<file path="src/rtl/conv_pkg.sv">
// Shared convolver constants and the window generator state type.
package conv_pkg;
  localparam int KERNEL_SIZE = 5;
  localparam int NUM_TAPS = KERNEL_SIZE * KERNEL_SIZE;

  typedef enum logic {
    FILL,
    STREAM
  } state_t;
endpackage

</file>
<file path="src/rtl/line_buffer.sv">
// Fixed-length delay line that advances only when a pixel is accepted.
module line_buffer #(
  parameter int DEPTH = 23,
  parameter int DATA_WIDTH = 16
) (
  input  logic                  clk,
  input  logic                  reset,
  input  logic                  en,
  input  logic [DATA_WIDTH-1:0] data,
  output logic [DATA_WIDTH-1:0] delayed
);

  generate
    if (DEPTH == 0) begin : g_pass
      assign delayed = data;
    end else begin : g_line
      logic [DATA_WIDTH-1:0] mem [DEPTH];

      always_ff @(posedge clk or posedge reset) begin
        if (reset) begin
          for (int i = 0; i < DEPTH; i++) begin
            mem[i] <= '0;
          end
        end else if (en) begin
          mem[0] <= data;
          for (int i = 1; i < DEPTH; i++) begin
            mem[i] <= mem[i-1];
          end
        end
      end

      assign delayed = mem[DEPTH-1];
    end
  endgenerate

endmodule

</file>
<file path="src/rtl/conv_window_buffer.sv">
// Streaming 5x5 sliding-window generator: four line buffers feed a
// 5x5 register window; taps are presented in adder-tree order.
module conv_window_buffer
  import conv_pkg::*;
#(
  parameter int DATA_WIDTH = 16,
  parameter int IMG_WIDTH = 28,
  parameter int IMG_HEIGHT = 28
) (
  input  logic                           clk,
  input  logic                           reset,
  input  logic signed [DATA_WIDTH-1:0]   pixel_in,
  input  logic                           pixel_valid,
  input  logic                           clear,
  output logic [NUM_TAPS*DATA_WIDTH-1:0] window_out,
  output logic                           window_valid,
  output logic                           frame_done
);

  localparam int K = KERNEL_SIZE;
  localparam int CW = $clog2(IMG_WIDTH);
  localparam int RW = $clog2(IMG_HEIGHT);

  logic signed [DATA_WIDTH-1:0] win [K][K];
  logic signed [DATA_WIDTH-1:0] nxt [K][K];
  logic [DATA_WIDTH-1:0] lb_out [K-1];
  logic [NUM_TAPS*DATA_WIDTH-1:0] next_flat;

  logic [CW-1:0] col, col_n, c0;
  logic [RW-1:0] row, row_n, r0;
  state_t state, state_n;
  logic emit, last;

  // Line buffer i carries pixels leaving window row i+1 up to row i.
  generate
    for (genvar g = 0; g < K - 1; g++) begin : g_lb
      line_buffer #(
        .DEPTH(IMG_WIDTH - K),
        .DATA_WIDTH(DATA_WIDTH)
      ) u_lb (
        .clk(clk),
        .reset(reset),
        .en(pixel_valid),
        .data(win[g+1][0]),
        .delayed(lb_out[g])
      );
    end
  endgenerate

  always_comb begin
    next_flat = '0;
    for (int i = 0; i < K; i++) begin
      for (int j = 0; j < K; j++) begin
        if (j < K - 1) begin
          nxt[i][j] = win[i][j+1];
        end else if (i == K - 1) begin
          nxt[i][j] = pixel_in;
        end else begin
          nxt[i][j] = lb_out[i];
        end
        next_flat[(i*K+j)*DATA_WIDTH +: DATA_WIDTH] = nxt[i][j];
      end
    end
  end

  always_comb begin
    r0 = clear ? '0 : row;
    c0 = clear ? '0 : col;
    row_n = r0;
    col_n = c0;
    state_n = clear ? FILL : state;
    if (pixel_valid) begin
      if (c0 == CW'(IMG_WIDTH - 1)) begin
        col_n = '0;
        if (r0 == RW'(IMG_HEIGHT - 1)) begin
          row_n = '0;
          state_n = FILL;
        end else begin
          row_n = r0 + RW'(1);
          if (r0 == RW'(K - 2)) begin
            state_n = STREAM;
          end
        end
      end else begin
        col_n = c0 + CW'(1);
      end
    end
  end

  assign emit = pixel_valid && !clear && (state == STREAM) &&
                (col >= CW'(K - 1));
  assign last = (row == RW'(IMG_HEIGHT - 1)) &&
                (col == CW'(IMG_WIDTH - 1));

  always_ff @(posedge clk or posedge reset) begin
    if (reset) begin
      state <= FILL;
      row <= '0;
      col <= '0;
    end else begin
      state <= state_n;
      row <= row_n;
      col <= col_n;
    end
  end

  always_ff @(posedge clk or posedge reset) begin
    if (reset) begin
      for (int i = 0; i < K; i++) begin
        for (int j = 0; j < K; j++) begin
          win[i][j] <= '0;
        end
      end
    end else if (pixel_valid) begin
      for (int i = 0; i < K; i++) begin
        for (int j = 0; j < K; j++) begin
          win[i][j] <= nxt[i][j];
        end
      end
    end
  end

  always_ff @(posedge clk or posedge reset) begin
    if (reset) begin
      window_out <= '0;
      window_valid <= 1'b0;
      frame_done <= 1'b0;
    end else begin
      window_valid <= emit;
      frame_done <= emit && last;
      if (emit) begin
        window_out <= next_flat;
      end
    end
  end

endmodule

</file>
<file path="config.mk">
export PLATFORM = sky130hd
export DESIGN_NAME = conv_window_buffer
export DESIGN_NICKNAME = d
export VERILOG_FILES = /design/src/rtl/conv_pkg.sv /design/src/rtl/line_buffer.sv /design/src/rtl/conv_window_buffer.sv
export SDC_FILE = /design/constraint.sdc
export NUM_CORES = 2
export LEC_CHECK = 0
export ABC_AREA = 1
export CAP_MARGIN = 25
export CORE_ASPECT_RATIO = 1.4
export CORE_MARGIN = 2
export CORE_UTILIZATION = 45
export CTS_CLUSTER_SIZE = 8
export DETAILED_ROUTE_END_ITERATION = 8
export GPL_TIMING_DRIVEN = 0
export HOLD_SLACK_MARGIN = 0.03
export PLACE_DENSITY = 0.71
export RECOVER_POWER = 50
export SLEW_MARGIN = 0
export SYNTH_ARGS = -nofsm -noshare
export SYNTH_HDL_FRONTEND = slang
export SYNTH_HIERARCHICAL = 1
export SYNTH_SLANG_ARGS = --single-unit
</file>
<file path="constraint.sdc">
create_clock -name clk -period 73.5 [get_ports clk]
set_clock_uncertainty 0.15 [all_clocks]
set_input_delay 11.025 -clock clk [delete_from_list [all_inputs] [get_ports clk]]
set_output_delay 11.025 -clock clk [all_outputs]
set_load 0.05 [all_outputs]
</file>
==> summary.txt <==
Clock tree
  • Total CTS buffers: 334
  • Clock Tree Root: clkbuf_16
  • CTS Hold Buffers Added: 0
  • Clock Tree Buf Depth: 4
  • Post_cts resized: 0
  • Clk_lat worst skew: 0.91 ns
  • CTS Sinks: 2,269
  • H-Tree Level Count: 5
  • Clock transition at path regs: 0.05 ns
  • CTS tree: done
  • Setup repair bufs after CTS: 0

Power and ir drop
  • P per Cell Area: 28.9 nW/um^2
  • Pleak: 53.7 nW
  • Worst vdd rail ir drop: ~0.020 mV

Synth
  • Avg Inst Size Synth: 9.35 um^2
  • Register area share after synthesis: 0.652
  • Synthesized area: approximately 87,000 um^2
  • Post-synth cell types: 25
  • Cells after synthesis: 9,314
  • Syn Nets: 9,336
  • #FFs+latches synth: 2,269
  • Synth warn: 6

Hold path
  • Worst Hold Path Cells: 2
  • Hold Path Class: flip-flop to flip-flop

Floorplan
  • Initial Util: 0.452
  • Area of the die: 197,000 um^2
  • DIE WIDTH: about 380 um
  • # IOs: 422
  • Core Region: 193,000 um^2
  • Height of the chip: ~520 um
  • Num rows: 191

Route
  • Routed wire per std cell: 18.0 um
  • DRT Wirelength: between 200 and 250 mm
  • DRT Pass-1 Iters: 6
  • Drt initial violations: 5,086
  • DRC viols: 0
  • Via count: around 63,000
  • Vias per inst: approximately 5
  • Routed Antenna Nets: 0

Finish
  • Area Overhead vs Synth: 16.6%
  • Number of nets in the final layout: 10,108
  • Layout cells sized above 1: 0.0726

Worst setup path
  • Kind of critical path: input port to asynchronous set/reset pin
  • CP arrival: between 15 and 20 ns
  • FF-to-FF path depth: 7
  • CP Data Required Time: 72.55 ns
  • Crit start category: input port
  • Worst setup EP type: asynchronous set/reset pin
  • Critical path fanouts, max: ~140

Global routing
  • Global route overflow: 0
  • Antenna violations before repair: 15
  • Vias in the first global route: 65,218
  • GRT Total Usage: 0.230
  • Largest net degree at the start of global routing: between 100 and 150
  • Global-route wire length before repair: 357 mm

Timing
  • Worst hold slack: between 0.2 and 0.3 ns
  • Slew of the pin with the lowest slew margin: between 7 and 8 ns
  • Slew HR: -3.79
  • F_max: 54.9 MHz
  • Total negative slack: 0 ns
  • Final hold vios: 0
  • Finish-stage setup viols: 0
  • Final worst setup slack: between 50 and 60 ns
  • Final worst path period share: 0.248
  • Crit path time final: 18.22 ns
  • Slew Viols, Final: 683
  • RSZ-0062 raised after global routing: no

Place
  • Final HPWL DP: 163 mm
  • Post-Place Setup Slack: 59.22 ns
  • Port Buffer Count: 420
  • Gpl congestion: 0.939

Outcome
  • Failing checks: max-capacitance violations, max-slew violations
  • Status: complete, but fails checks

Flow run
  • Count of max-cap constraint violations: 8
[worst max-delay path, cell delays in order]
cell,delay (ns)
dlygate4sd3_1,0.72
clkinvlp_2,0.33
clkbuf_1,4.96
[stage by stage]
step	power [mW]	cells	cell area, um^2	util
finish	2.93	12618	102000	0.527
global route	3.05	12610	102000	0.527
CTS	2.97	12609	104000	0.537
detailed placement	1.65	12259	95000	0.492
global placement	1.64	12243	94500	0.490
floorplan	1.57	9314	87100	-
[cells in the final DEF, fill, tap and decap left out, types with 2 or more instances in the layout]
cell,Yosys,final
dfrtp_1,2269,2269
inv_1,337,333
buf_2,207,155
nand2_2,2,2
nand2_1,5386,5387
o21ai_0,387,594
nor2_2,2,2
dlygate4sd3_1,0,2
buf_16,0,13
buf_6,185,33
o21ai_2,225,87
clkdlybuf4s50_1,0,418
nand4_1,3,3
nand3_1,11,11
diode_2,0,9
ha_1,2,2
clkbuf_16,0,340
clkbuf_1,55,296
nor2_1,19,20
buf_4,115,82
inv_6,0,5
o21ai_1,95,26
clkinvlp_2,0,8
[per-layer routing]
metal,vias to the layer above,wire (um),GRT usage
li1,29630,-,-
met1,31052,92800,0.295
met2,1969,107000,0.379
met3,485,16800,0.0492
met4,6,9870,0.0959
met5,-,37,0
[cells by family after synthesis]
family | count (synthesis) | share of synthesized area
adders and majority gates | 2 | 0.000287
xor gates and xnor gates | 2 | 0.000201
AOI/OAI and AO/OA | 709 | 0.0504
DFF | 2269 | 0.652
buffers and inverters | 906 | 0.0630
and+or+nand+nor | 5426 | 0.234
[report_power, final]
group | total, mW | switching [mW] | internal (mW) | leakage [nW]
Clock | 1.31 | 0.503 | 0.806 | 4.23
Sequential | 1.42 | 0.0666 | 1.36 | 31.3
Combinational | 0.202 | 0.142 | 0.0608 | 18.2
Total | 2.93 | 0.712 | 2.22 | 53.7
[sequential cells by signal, indices dropped and copies added, names as in the netlist, 5 cells and up]
name,count
next_flat,320
row,5
g_lb.u_lb/delayed,64
col,5
win,64
g_lb.u_lb/g_line.mem,1408
window_out,400
[synthesized netlist by cell type]
library cell,instances,share of area
o21ai_1,95,0.0055
buf_6,185,0.024
nand2_8,1,0.00023
xnor2_1,1,0.00010
nor2_2,2,0.00014
nand3_1,11,0.00063
o21bai_1,1,0.000086
inv_1,337,0.015
nand2_2,2,0.00014
nand2_1,5386,0.23
o21ai_2,225,0.023
o21ai_0,387,0.022
buf_4,115,0.0099
inv_2,3,0.00013
nor2_4,1,0.00013
nand4_1,3,0.00022
a21oi_1,1,0.000057
buf_2,207,0.012
nor2_1,19,0.00082
xor2_1,1,0.00010
inv_4,4,0.00029
ha_1,2,0.00029
nor3_1,1,0.000057
dfrtp_1,2269,0.65
clkbuf_1,55,0.0024
[final cells by class]
| cell class | count | area (um^2) |
|---|---|---|
| Timing Repair Buffer | 436 | 4570 |
| Sequential cell | 2269 | 56800 |
| Clock inverter | 8 | 72.6 |
| Multi-Input combinational cell | 6139 | 24300 |
| Buffer | 562 | 2860 |
| Tap cell | 2509 | 3140 |
| Inverter | 344 | 1310 |
| Fill cell | 17209 | 91300 |
| Clock buffer | 342 | 8530 |
| Antenna cell | 9 | 22.5 |
[final timing paths]
path | end | slack, ns | from
worst max-delay path | g_lb[3].u_lb/g_line.mem[362] | 55.29 | reset
worst min-delay path | g_lb[1].u_lb/g_line.mem[216] | 0.28 | g_lb[1].u_lb/g_line.mem[232]
worst min register to register | g_lb[1].u_lb/g_line.mem[216] | 0.28 | g_lb[1].u_lb/g_line.mem[232]
worst max register to register | window_out[149] | 69.84 | col[3]
min in group asynchronous | g_lb[3].u_lb/g_line.mem[135] | 10.66 | reset
max in group clk | next_flat[295] | 58.33 | pixel_valid
No activity file was read; power rests on OpenSTA's default activity.
